## config.mk

```make
export PLATFORM = sky130hd
export DESIGN_NAME = bdes_fifo_flat
export DESIGN_NICKNAME = d
export VERILOG_FILES = /design/src/rtl/bdes_fifo_if.sv /design/src/rtl/bdes_fifo.sv /design/src/flat_wrapper.sv
export SDC_FILE = /design/constraint.sdc
export NUM_CORES = 1
export LEC_CHECK = 0
export ABC_CLOCK_PERIOD_IN_PS = 3550
export CAP_MARGIN = 30
export CORE_MARGIN = 2
export CORE_UTILIZATION = 42
export CTS_CLUSTER_DIAMETER = 120
export CTS_CLUSTER_SIZE = 40
export DETAILED_ROUTE_END_ITERATION = 6
export REMOVE_ABC_BUFFERS = 1
export SYNTH_ARGS = -nofsm -noshare
export SYNTH_HDL_FRONTEND = slang
export SYNTH_SLANG_ARGS = --single-unit
```

## constraint.sdc

```tcl
create_clock -name clk -period 3.55 [get_ports clk]
set_input_delay 0.71 -clock clk [delete_from_list [all_inputs] [get_ports clk]]
set_output_delay 0.71 -clock clk [all_outputs]
set_load 0.02 [all_outputs]
```

## src/rtl/bdes_fifo_if.sv

```systemverilog
// bdes_fifo_if: consumer-side valid/ready bus of the deserializer FIFO.
// out_data/out_valid are driven by the master; out_ready by the slave.
interface bdes_fifo_if #(
   parameter int WIDTH = 8
) ();
   logic [WIDTH-1:0] out_data;
   logic             out_valid;
   logic             out_ready;

   modport master (
      output out_data,
      output out_valid,
      input  out_ready
   );

   modport slave (
      input  out_data,
      input  out_valid,
      output out_ready
   );
endinterface

```

## src/rtl/bdes_fifo.sv

```systemverilog
// bdes_fifo: LSB-first serial-to-parallel receiver feeding a small FIFO.
// Ports: clk, rst_n, en/in serial, bus (out_data/valid/ready), count,
// byte_done pulse, sticky overrun with ovr_clr.
module bdes_fifo #(
   parameter int WIDTH = 8,
   parameter int DEPTH = 4
) (
   input  logic                       clk,
   input  logic                       rst_n,
   input  logic                       en,
   input  logic                       in,
   bdes_fifo_if.master                bus,
   output logic [$clog2(DEPTH+1)-1:0] count,
   output logic                       byte_done,
   output logic                       overrun,
   input  logic                       ovr_clr
);
   localparam int BW = $clog2(WIDTH);
   localparam int PW = $clog2(DEPTH);
   localparam int CW = $clog2(DEPTH+1);

   logic [BW-1:0]    bcnt;
   logic             en_q;
   logic [WIDTH-2:0] shreg;

   logic [WIDTH-1:0] mem [DEPTH];
   logic [PW-1:0]    head;
   logic [PW-1:0]    tail;

   logic             start;
   logic [BW-1:0]    idx;
   logic             done;
   logic [WIDTH-1:0] word;
   logic             full;
   logic             pop;
   logic             wr;
   logic             drop;

   // A rising en always restarts at bit 0, discarding any partial word.
   always_comb begin
      start = en && !en_q;
      idx   = start ? '0 : bcnt;
      done  = en && (idx == BW'(WIDTH-1));
      word  = {in, shreg};
      full  = (count == CW'(DEPTH));
      pop   = bus.out_valid && bus.out_ready;
      // At full, a simultaneous pop frees the slot for the new word.
      wr    = done && (!full || pop);
      drop  = done && full && !pop;
   end

   always_ff @(posedge clk or negedge rst_n) begin
      if (!rst_n) begin
         bcnt  <= '0;
         en_q  <= 1'b0;
         shreg <= '0;
      end else begin
         en_q <= en;
         if (en) begin
            if (done) begin
               bcnt <= '0;
            end else begin
               bcnt <= idx + 1'b1;
               for (int i = 0; i < WIDTH-1; i++) begin
                  if (idx == BW'(i)) shreg[i] <= in;
               end
            end
         end
      end
   end

   always_ff @(posedge clk or negedge rst_n) begin
      if (!rst_n) begin
         head  <= '0;
         tail  <= '0;
         count <= '0;
         for (int i = 0; i < DEPTH; i++) mem[i] <= '0;
      end else begin
         if (wr) begin
            mem[tail] <= word;
            tail      <= tail + 1'b1;
         end
         if (pop) head <= head + 1'b1;
         unique case ({wr, pop})
            2'b10:   count <= count + 1'b1;
            2'b01:   count <= count - 1'b1;
            default: count <= count;
         endcase
      end
   end

   // Drop sets overrun and outranks a same-cycle clear.
   always_ff @(posedge clk or negedge rst_n) begin
      if (!rst_n) begin
         byte_done <= 1'b0;
         overrun   <= 1'b0;
      end else begin
         byte_done <= done;
         if (drop)         overrun <= 1'b1;
         else if (ovr_clr) overrun <= 1'b0;
      end
   end

   assign bus.out_data  = mem[head];
   assign bus.out_valid = (count != '0);
endmodule

```

## src/flat_wrapper.sv

```systemverilog
// flat-port wrapper written by rule: the top's interface ports become plain ports
module bdes_fifo_flat 
#(
   parameter int WIDTH = 8,
   parameter int DEPTH = 4
)
  (clk, rst_n, en, in, count, byte_done, overrun, ovr_clr, bus_out_data, bus_out_valid, bus_out_ready);
  bdes_fifo_if #(.WIDTH(WIDTH)) bus_i ();
  input  logic clk;
  input  logic rst_n;
  input  logic en;
  input  logic in;
  output logic [$clog2(DEPTH+1)-1:0] count;
  output logic byte_done;
  output logic overrun;
  input  logic ovr_clr;
  output wire logic [$bits(bus_i.out_data)-1:0] bus_out_data;
  output wire logic [$bits(bus_i.out_valid)-1:0] bus_out_valid;
  input wire logic [$bits(bus_i.out_ready)-1:0] bus_out_ready;
  assign bus_out_data = bus_i.out_data;
  assign bus_out_valid = bus_i.out_valid;
  assign bus_i.out_ready = bus_out_ready;
  bdes_fifo #(.WIDTH(WIDTH), .DEPTH(DEPTH)) u_core (.clk(clk), .rst_n(rst_n), .en(en), .in(in), .bus(bus_i), .count(count), .byte_done(byte_done), .overrun(overrun), .ovr_clr(ovr_clr));
endmodule
```

==> flow_summary.json <==
{
  "grt_pass1_wl_um": 8120,
  "power_leakage_nw": 1.34,
  "drive_gt1_share_pct": 36.0,
  "required_ns": 3.78,
  "start_kind": "input pin",
  "ir_drop_uv": 292,
  "grt_overflow_total": 0,
  "netlist-cell-type-count": 25,
  "drc": 0,
  "first_iter_violations": 95,
  "cts.sinks": 52,
  "final_net_count": 220,
  "die_y_um": 80.6,
  "grt_max_degree": 43,
  "slew_viol_final": 0,
  "total_power_mw": 2.01,
  "clockBufferDepth": 2,
  "drv_cap": 0,
  "ant_nets": 0,
  "post-cts-setup-buffer-count": 0,
  "worst_pin_slew_ns": 0.651,
  "dpl.hpwl_um": 3400,
  "worstPathArrival_ns": 3.36,
  "die_w_um": 80.6,
  "avgSynthCellArea_um2": 14.2,
  "vias_per_cell": 5.12,
  "core_um2": 5570,
  "synth_cells": 173,
  "critPathMaxFanout": 6,
  "core.rowCount": 27,
  "synth_area_um2": 2460,
  "cts_hold_buf": 0,
  "antenna_found_initial": 0,
  "initial_utilization_pct": 44.2,
  "power.density_nw_per_um2": 691,
  "h-tree-depth": 2,
  "endpoint_kind": "flop",
  "post_cts_resized": 0,
  "track_usage_pct": 17.1,
  "ys_warn_count": 0,
  "synth_seq_cells": 52,
  "skew_ns": 0.00863,
  "synth_area_leader_cell": "dfrtp_1",
  "cts_root_buffer": "clkbuf_8",
  "wl_per_cell_um": 16.8,
  "hold_violations": 0,
  "clk_latency_ns": 0.30,
  "r2r-end": "u_core.count[2]",
  "drt_first_pass_iters": 5,
  "pin_count": 20,
  "grt_pass1_vias": 1562,
  "synth_area_leaders": "dfrtp_1 53%, mux2_2 19%, mux4_2 7.3%, ha_1 5.6%, nor3b_2 2.0%",
  "synth_top_area_share_pct": 52.8,
  "syn_to_final_growth_pct": 17.9,
  "worst-setup-path-type": "input pin to flop",
  "via_count": 1409,
  "clk_pin_slew_ns": 0.09,
  "yosysSeqAreaShare_pct": 52.8,
  "cts_buffers": 5,
  "max_freq_ghz": 0.319,
  "r2r_cells": 13,
  "hold_class": "input pin to asynchronous set/reset pin",
  "setup_viol": 0,
  "dieArea_um2": 6500,
  "gp_congestion": 0.737,
  "timing.final.crit_share_pct": 88.2,
  "min_period_ns": 3.13,
  "diodes": 0,
  "slew_headroom_pct": 56.6,
  "cts_tree": "yes",
  "outcome": "finished, final reports clean",
  "finalSetupTns_ns": 0,
  "portBuffers": 19,
  "r2r-start": "u_core.en_q",
  "r2r_setup_slack_ns": 0.86,
  "wirelength_um": 4620,
  "rsz0062_at_grt": "no"
}
==> power breakdown <==
| group | switching, mW | total (mW) | internal (mW) |
|---|---|---|---|
| combinational | 0.261 | 0.632 | 0.371 |
| sequential | 0.207 | 0.977 | 0.770 |
| clock | 0.192 | 0.400 | 0.209 |
==> state kept, by name (all words and copies together), names as in the netlist <==
register          count
u_core.bcnt           3
u_core.byte_done      1
u_core.count          3
u_core.en_q           1
u_core.head           2
u_core.mem           32
u_core.overrun        1
u_core.shreg          7
u_core.tail           2
==> Yosys cell counts <==
cell type / number
buf_2: 2
clkbuf_1: 3
nor2b_1: 1
nor3b_2: 4
mux4_2: 8
or3_1: 1
xor2_1: 3
o21ai_0: 4
inv_1: 13
buf_1: 1
dfrtp_1: 52
nand2b_1: 1
nand4_1: 3
o31a_1: 1
nor2_1: 2
and2_1: 3
ha_1: 11
nand2_2: 1
nand2_1: 6
xnor2_1: 3
a21oi_1: 4
mux2_2: 41
nand3b_1: 3
fa_1: 1
nor4b_4: 1
==> final cells by class <==
class,instances,area (µm²)
Inverter,13,48.8
Tap cell,72,90.1
Timing Repair Buffer,28,265
Fill cell,492,2670
Clock buffer,5,68.8
Clock inverter,3,42.5
Sequential cell,52,1300
Multi-Input combinational cell,102,1090
==> metrics by stage <==
| step | hold slack (ns) | area [µm²] | worst slack, ns | std cells | utilization, % |
|---|---|---|---|---|---|
| 2_1_floorplan | 0.414 | 2440 | 0.681 | 167 | - |
| 3_3_place_gp | 0.485 | 2780 | 0.189 | 266 | 49.8 |
| 3_5_place_dp | 0.491 | 2800 | 0.0922 | 267 | 50.1 |
| 4_1_cts | 0.270 | 2910 | 0.408 | 275 | 52.1 |
| 5_1_grt | 0.268 | 2910 | 0.193 | 275 | 52.1 |
| 6_report | 0.270 | 2910 | 0.420 | 275 | 52.1 |
==> cells in the final DEF, fill, tap and decap left out <==
cell / synthesis / final
buf_12: 0 / 1
clkinv_2: 0 / 1
a21oi_1: 4 / 4
clkinvlp_4: 0 / 1
nand2b_1: 1 / 1
clkbuf_8: 0 / 5
buf_4: 0 / 8
mux4_2: 8 / 8
and2_1: 3 / 3
nor4b_4: 1 / 1
nand2_2: 1 / 1
nor2b_1: 1 / 1
nand4_1: 3 / 3
mux2_2: 41 / 41
nand3b_1: 3 / 3
nor2_1: 2 / 2
inv_1: 13 / 13
buf_2: 2 / 1
nor3b_2: 4 / 4
o31a_1: 1 / 1
bufinv_16: 0 / 1
xor2_1: 3 / 3
or3_1: 1 / 1
clkdlybuf4s50_1: 0 / 18
fa_1: 1 / 1
ha_1: 11 / 11
o21ai_0: 4 / 4
dfrtp_1: 52 / 52
nand2_1: 6 / 6
xnor2_1: 3 / 3
==> critical path: stages <==
cell,delay [ns]
clkdlybuf4s50_1,0.48
nand2b_1,0.08
and2_1,0.19
ha_1,0.24
ha_1,0.27
nand2_2,0.17
nor2_1,0.11
inv_1,0.09
ha_1,0.18
inv_1,0.06
fa_1,0.37
xor2_1,0.15
nor2_1,0.11
xor2_1,0.15
==> cell families after synthesis <==
logic type               count (synthesis)  share of synthesized area [%]
adder cells (fa/ha/maj)                 12                           6.40
buffers and inverters                   19                           2.99
multiplexers                            49                           26.0
AO/OA/AOI/OAI                            9                           1.98
XOR/XNOR                                 6                           2.13
AND/OR/NAND/NOR                         26                           7.67
flip-flops                              52                           52.8
==> how the worst max path moves through the flow <==
stage,from,end,cells past startpoint
after floorplan,en,u_core.count[2],13
after global placement,en,u_core.count[2],14
after CTS,en,u_core.count[2],14
after global routing,en,u_core.count[2],14
final,en,u_core.count[2],14
after detailed placement,en,u_core.count[2],14
==> per-layer routing <==
metal | part of all wire [%] | up-vias | global-route usage, %
li1 | - | 662 | -
met1 | 44 | 723 | 21.3
met2 | 51 | 15 | 28.9
met3 | 2.9 | 9 | 4.38
met4 | 1.5 | 0 | 5.42
met5 | 0 | - | 0
No activity file was read; power rests on OpenSTA's default activity.
